--- src/rtl/chess_clock_top.sv ---
// Two-player chess clock core with an 8-digit multiplexed 7-segment driver.
// Player A owns digits 7..4 (MM:SS), player B owns digits 3..0 (MM:SS).
// Optional build macro TIMEOUT_LOCK_EN: once either player reaches 00:00
// while running, all countdown and set actions freeze until CLR.
module chess_clock_top #(
  parameter int INIT_MIN = 5,
  parameter int SCAN_DIV = 1
) (
  input  logic       CLK,
  input  logic       CLR,
  input  logic       CE,
  input  logic       SELECT,
  input  logic       STOP,
  input  logic       Set_Impulse,
  input  logic       D1,
  input  logic       D2,
  input  logic       D3,
  input  logic       D4,
  input  logic       D5,
  input  logic       D6,
  input  logic       D7,
  input  logic       D8,
  output logic [6:0] seg_out,
  output logic [7:0] seg_select
);

  localparam logic [3:0] INIT_MT = 4'(INIT_MIN / 10);
  localparam logic [3:0] INIT_MU = 4'(INIT_MIN % 10);
  localparam logic [15:0] INIT_TIME = {INIT_MT, INIT_MU, 8'h00};
  localparam int PW = (SCAN_DIV > 1) ? $clog2(SCAN_DIV) : 1;

  // Time words are packed {min tens, min units, sec tens, sec units}, BCD.
  logic [15:0]   time_a;
  logic [15:0]   time_b;
  logic          set_q;
  logic          set_rise;
  logic          frozen;
  logic          any_zero;
  logic [PW-1:0] presc;
  logic [2:0]    scan_idx;
  logic [3:0]    cur_digit;

  // One-second decrement with borrow chain; saturates at 00:00.
  function automatic logic [15:0] dec_sat(input logic [15:0] t);
    logic [3:0] mt, mu, st, su;
    {mt, mu, st, su} = t;
    if (t != 16'h0000) begin
      if (su != 4'd0) begin
        su = su - 4'd1;
      end else begin
        su = 4'd9;
        if (st != 4'd0) begin
          st = st - 4'd1;
        end else begin
          st = 4'd5;
          if (mu != 4'd0) begin
            mu = mu - 4'd1;
          end else begin
            mu = 4'd9;
            mt = mt - 4'd1;
          end
        end
      end
    end
    return {mt, mu, st, su};
  endfunction

  // Single-digit increment wrapping at the digit's maximum value.
  function automatic logic [3:0] inc_wrap(input logic [3:0] d, input logic [3:0] max_val);
    return (d >= max_val) ? 4'd0 : d + 4'd1;
  endfunction

  // Increments each digit whose mask bit is set; no carry between digits.
  function automatic logic [15:0] set_inc(input logic [15:0] t, input logic [3:0] mask);
    logic [3:0] mt, mu, st, su;
    {mt, mu, st, su} = t;
    if (mask[3]) mt = inc_wrap(mt, 4'd9);
    if (mask[2]) mu = inc_wrap(mu, 4'd9);
    if (mask[1]) st = inc_wrap(st, 4'd5);
    if (mask[0]) su = inc_wrap(su, 4'd9);
    return {mt, mu, st, su};
  endfunction

  // BCD digit to active-low segments, bit6 = g .. bit0 = a.
  function automatic logic [6:0] seg_decode(input logic [3:0] d);
    case (d)
      4'd0:    return 7'b1000000;
      4'd1:    return 7'b1111001;
      4'd2:    return 7'b0100100;
      4'd3:    return 7'b0110000;
      4'd4:    return 7'b0011001;
      4'd5:    return 7'b0010010;
      4'd6:    return 7'b0000010;
      4'd7:    return 7'b1111000;
      4'd8:    return 7'b0000000;
      4'd9:    return 7'b0010000;
      default: return 7'b1111111;
    endcase
  endfunction

  assign set_rise = Set_Impulse & ~set_q;
  assign any_zero = (time_a == 16'h0000) || (time_b == 16'h0000);

`ifdef TIMEOUT_LOCK_EN
  logic lock_q;

  // Latch the timeout once a player expires while the clock is running.
  always_ff @(posedge CLK) begin
    if (CLR) begin
      lock_q <= 1'b0;
    end else if (!STOP && any_zero) begin
      lock_q <= 1'b1;
    end
  end

  assign frozen = lock_q | (~STOP & any_zero);
`else
  assign frozen = 1'b0;
`endif

  // Edge register for the set strobe; tracks regardless of STOP.
  always_ff @(posedge CLK) begin
    if (CLR) begin
      set_q <= 1'b0;
    end else begin
      set_q <= Set_Impulse;
    end
  end

  // Player times: countdown for the selected player, or digit setting when stopped.
  always_ff @(posedge CLK) begin
    if (CLR) begin
      time_a <= INIT_TIME;
      time_b <= INIT_TIME;
    end else if (!frozen) begin
      if (!STOP && CE) begin
        if (SELECT) begin
          time_b <= dec_sat(time_b);
        end else begin
          time_a <= dec_sat(time_a);
        end
      end else if (STOP && set_rise) begin
        time_a <= set_inc(time_a, {D1, D2, D3, D4});
        time_b <= set_inc(time_b, {D5, D6, D7, D8});
      end
    end
  end

  // Display scan: prescaler steps the digit index every SCAN_DIV cycles.
  always_ff @(posedge CLK) begin
    if (CLR) begin
      presc    <= '0;
      scan_idx <= 3'd0;
    end else if (presc == PW'(SCAN_DIV - 1)) begin
      presc    <= '0;
      scan_idx <= scan_idx + 3'd1;
    end else begin
      presc    <= presc + PW'(1);
    end
  end

  // Select the digit under the scan index and drive the active-low outputs.
  always_comb begin
    cur_digit = 4'd0;
    case (scan_idx)
      3'd7:    cur_digit = time_a[15:12];
      3'd6:    cur_digit = time_a[11:8];
      3'd5:    cur_digit = time_a[7:4];
      3'd4:    cur_digit = time_a[3:0];
      3'd3:    cur_digit = time_b[15:12];
      3'd2:    cur_digit = time_b[11:8];
      3'd1:    cur_digit = time_b[7:4];
      default: cur_digit = time_b[3:0];
    endcase
    seg_out    = seg_decode(cur_digit);
    seg_select = ~(8'b00000001 << scan_idx);
  end

endmodule

--- config.mk ---
export PLATFORM = sky130hd
export DESIGN_NAME = chess_clock_top
export DESIGN_NICKNAME = d
export VERILOG_FILES = /design/src/rtl/chess_clock_top.sv
export SDC_FILE = /design/constraint.sdc
export NUM_CORES = 1
export LEC_CHECK = 0
export ABC_AREA = 1
export CAP_MARGIN = 20
export CORE_MARGIN = 4
export CORE_UTILIZATION = 37
export DETAILED_ROUTE_END_ITERATION = 10
export SYNTH_ARGS = -nofsm -noshare
export SYNTH_HDL_FRONTEND = slang
export SYNTH_SLANG_ARGS = --single-unit
--- constraint.sdc ---
create_clock -name CLK -period 2.85 [get_ports CLK]
set_input_delay 0.7125 -clock CLK [delete_from_list [all_inputs] [get_ports CLK]]
set_output_delay 0.7125 -clock CLK [all_outputs]
set_load 0.05 [all_outputs]
---- After elaboration in Yosys (flattened, before gate mapping) ----
Memories as Yosys holds them, arrays and structs flattened.
Cells that the tools add are included.
word-level totals
  bits of input ports ..................... 14
  latch bits .............................. 0
  word-level logic and storage cells ...... 138
  output and inout bits ................... 15
  flip-flop bits (word level) ............. 37
  memories kept ........................... 1
  bits in writable memories ............... 0
  ROM bits ................................ 112
operators by class
  equal/unequal tests ..................... 17
  reduce and logical (&&, ||, !) cells .... 29
  order comparisons ....................... 8
  muxes and demuxes ....................... 49
  bitwise gates (word level) .............. 4
  add/subtract/negate cells ............... 18
  multipliers ............................. 0
  div/mod/pow operators ................... 0
  shift-type cells ........................ 1
memories
  name              words  bits a word  rd ports  clocked after memory_dff  wr ports  RTL line  text
  (name not given)  16     7            1         0                         0         86        case (d)
operator list
  cell                                                                    count
  4-bit two-way mux                                                       42
  16-bit two-way mux                                                      6
  4-bit by 1-bit adder with 4-bit output (second input constant)          8
  16-bit nonzero test                                                     2
  4-bit by 1-bit subtractor with 4-bit output (second input constant)     8
  4-bit one-hot mux with 7 select lines                                   1
  4-bit >= comparator (second input constant)                             6
  4-bit nonzero test                                                      6
  2-bit nonzero test                                                      9
  2-bit != test (second input constant)                                   8
  7-bit AND reduction                                                     2
  3-bit equality test (second input constant)                             4
  6-bit AND reduction                                                     2
  5-bit AND reduction                                                     2
  4-bit by 3-bit >= comparator with 1-bit output (second input constant)  2
  8-bit inverter                                                          1
  4-bit AND reduction                                                     2
  1-bit by 3-bit << shifter with 8-bit output (first input constant)      1
  3-bit by 2-bit equality test with 1-bit output (second input constant)  2
  2-bit by 1-bit != test with 1-bit output (second input constant)        2
  3-bit by 1-bit adder with 3-bit output (second input constant)          1
  3-bit by 1-bit equality test with 1-bit output (second input constant)  1
  1-bit logical AND                                                       2
  1-bit inverter                                                          2
  other kinds (4)                                                         4

---- Longest topological paths before layout ----
  depth in word-level cells ............... 7
  gate-level depth with buffers ........... 16
  mapped depth without buffers ............ 15

---- Worst setup path before layout ----
Ideal clock, no wire load.
  path kind ............................... reg-to-output
  start ................................... register scan_idx[0]
  end ..................................... output seg_out[5]
  data required time ...................... 2.138 ns
  cell stages (with the launch flop) ...... 13
  arrival ................................. 2.375 ns
  slack ................................... -0.238 ns
  path buffers ............................ 0
  path through ............................ dfxtp_1 -> inv_1 -> ha_1 -> nand2_1 -> o21ai_0 -> nor2_1 -> nand2_1 -> nor2_1 -> inv_1 -> ha_1 -> nand3b_1 -> nand3_1 -> nand2_1
between the ends
  cells in the longest elaborated chain, start to end .. 3
  elaborated cells between the ends (all ways) .. 9
  those cells by class .................... eq/ne (7); mux (1); memory (1)
ends and longest elaborated chain
  element                                                                 RTL line  text
  start: declaration                                                      40        logic [2:0] scan_idx;
  start signal: assignment                                                156       scan_idx <= scan_idx + 3'd1;
  3-bit by 1-bit equality test with 1-bit output (tied with other cells)  165       case (scan_idx)
  4-bit one-hot mux with 7 select lines (*)                               165
  memory 16 x 7 bit (*)                                                   --
  end: declaration                                                        23        output logic [6:0] seg_out,
Mark *: on every way between the ends. The rest lies on a longest branch, timed or not.

---- Final worst setup path ----
Same ends and word-level chain as after synthesis.

==> impl_metrics.yaml <==
status:
  status: "finished with violations"
  violations: "negative setup slack"
drt:
  met2_length_um: 4847
  ant_nets: 0
  routed.top_layer: "met4"
  wl_met1_um: 4858
  drc: 0
  wirelength_um: 10270
  wl_met3_um: 418
  vias_per_cell: 4.955
  via_count: 3880
  drt_first_pass_iters: 7
  avgRoutedWirePerCell_um: 13.11
  drtIter0Drc: 185
placed_design:
  gp_congestion: 0.9079
  placed_area_um2: 4339
  port_buffers: 28
  dp_hpwl_um: 7727
  dp.cells: 767
yosys:
  avgSynthCellArea_um2: 6.288
  ys_ff_latch: 37
  synth_top_flop_cell: "dfxtp_1"
  synth_area_um2: 3741
  async_flop_share: 0
  yosysSeqAreaShare: 0.1980
  ys_types: 35
  synth_area_leaders: "dfxtp_1 (20%), nand2_1 (15%), ha_1 (12%), nor2_1 (9.4%), nand3_1 (9.0%)"
  yosysWarnings: 0
  synthesis.nets: 646
  synth_area_leader_cell: "dfxtp_1"
  netlist_instances: 595
  synth_edf_count: 0
  netlist.area_leader.share: 0.1980
global_routing:
  grtUsageTotal: 0.1797
  grt_pass1_wl_um: 16960
  grt_max_degree: 27
  grt_antenna_before_repair: 0
  grt_pass1_vias: 3588
  overflow: 0
cts:
  cts.sinks: 37
  cts_tree: "built"
  htreeDepth: 2
  path_clk_slew_ps: 80
  cts_root_buffer: "clkbuf_8"
  cts_hold_buf: 0
  cts_max_path_buffers: 2
  cts_buffers: 5
  clock_latency_ps: 310
setup_path:
  crit_end: "seg_out[5]"
  critPathMaxFanout: 3
  crit_arrival_ps: 2350
  worstPathRequired_ps: 2140
  reg2reg_depth: 9
  critPathLaunch: "scan_idx[0]$_SDFFE_PP0N_"
  r2r_slack_ps: 990
  reg2reg_to: "time_b[10]$_SDFFE_PP1P_"
  path_class: "reg2out"
  rr_startpoint: "time_b[4]$_SDFFE_PP0P_"
  end_kind: "primary output"
  worstSetupStartpointType: "flop"
final_layout:
  layout_common_cells: "nand2_1 (130), nor2_1 (87), nand3_1 (64)"
  nets: 700
  drive_above_1_share: 0.2369
  final_cell_count_no_fill: 783
  fillers: 1026
  n_antenna_cell: 0
  final_common_cell: "nand2_1"
  fin_area_um2: 4802
  area_delta_synth_final_pct: 28.36
pwr:
  ir_drop_uv: 176.2
  leakage_nw: 2.354
  finalPower_mw: 2.154
  pwr_density_cell_nw_per_um2: 448.5
sta:
  fin_ws_ps: -212.2
  relSlewSlack: 0.6622
  fmax_mhz: 326.6
  fin_hold_ws_ps: 540.2
  rsz0062_at_grt: "true"
  setup_violations: 7
  tightestPinTransition_ps: 505.9
  period_minus_slack_ps: 3062
  post-route-period-util: 1.074
  hold_viol_final: 0
  slew_violations: 0
  skew_ps: 4.496
min_path:
  hp-class: "reg2reg"
job:
  maxCapViolCount: 0
floorplanning:
  die_w_um: 108.6
  dieArea_um2: 11780
  ios: 29
  coreArea_um2: 9819
  rows: 36
  initial_utilization: 0.3810
  die_h_um: 108.6
## worst min path at each step
stage                     startpoint                       end  slack, ps  cells past startpoint
finish              presc$_SDFF_PP0_  scan_idx[1]$_SDFFE_PP0N_        540                      1
global route        presc$_SDFF_PP0_  scan_idx[1]$_SDFFE_PP0N_        580                      1
CTS                 presc$_SDFF_PP0_  scan_idx[1]$_SDFFE_PP0N_        540                      1
detailed placement  presc$_SDFF_PP0_  scan_idx[1]$_SDFFE_PP0N_        520                      1
global placement    presc$_SDFF_PP0_  scan_idx[0]$_SDFFE_PP0N_        510                      1
floorplan           presc$_SDFF_PP0_  scan_idx[0]$_SDFFE_PP0N_        460                      1
## synth_stat cells (5+ instances only)
cell	instances
inv_2	12
nor2_2	7
xor2_1	6
ha_1	37
nor2_1	94
nand3_1	67
nand3_4	5
a21oi_1	14
o211ai_1	5
xnor2_1	6
dfxtp_1	37
nand2_2	8
nand3b_1	5
buf_2	8
o21ai_0	35
nand3_2	6
inv_1	57
nand2_1	149
## critical path, stage by stage, from the launching register on
cell      delay [ps]
dfxtp_4          380
ha_4             190
ha_4             180
buf_6            120
nand2_2           60
nand2_2           50
inv_2             70
nand3_4          110
nor2_4           120
nor2_4            60
buf_6            120
ha_4             130
nand3b_1         160
nand3_1          100
nand2_2           70
buf_12           150
## area by class of cell
cell class / count / area (um^2) / area share
clock buffer: 7 / 96.34 / 0.02006
clock inverter: 1 / 5.005 / 0.001042
inverter: 69 / 261.5 / 0.05446
multi-input combinational: 474 / 2898 / 0.6034
sequential: 37 / 749.5 / 0.1561
tap: 133 / 166.4 / 0.03465
timing repair buffer: 62 / 625.6 / 0.1303
## layer usage
metal  global-route usage  up-vias
li1                     -     2007
met4              0.04779        0
met2               0.2957       80
met5                    0        -
met1               0.2444     1781
met3              0.02746       12
## power breakdown
group | internal, mW | switching, mW | total [mW]
combinational | 0.454 | 0.636 | 1.09
sequential | 0.559 | 0.0660 | 0.625
clock | 0.219 | 0.220 | 0.439
## timing repair
item                       4_1_cts  5_1_grt
pin swaps                        8       10
resized for setup               40       39
setup buffers                    2        6
cloned                           0        0
setup endpoints to repair        8        8
## registers in the layout, indices dropped and copies added (netlist names)
signal	flops
time_a	16
time_b	16
set_q	1
presc	1
scan_idx	3
## per-stage QoR
stage	TNS (ps)	utilization	worst slack, ps
after global placement	0	0.4419	4.649
after detailed placement	-121.1	0.4419	-48.66
after CTS	-915.0	0.4697	-187.8
after global routing	-1833	0.4890	-315.6
after floorplan	0	-	7.999
final	-994.2	0.4890	-212.2
## cell families after synthesis
logic type,Yosys count,synth area share
DFF,37,0.1980
AOI/OAI and AO/OA,64,0.09432
adders and majority gates,37,0.1237
other,1,0.001002
and+or+nand+nor,360,0.4559
buffers and inverters,84,0.09900
xor gates and xnor gates,12,0.02809
Power figures use the tool's default switching activity.
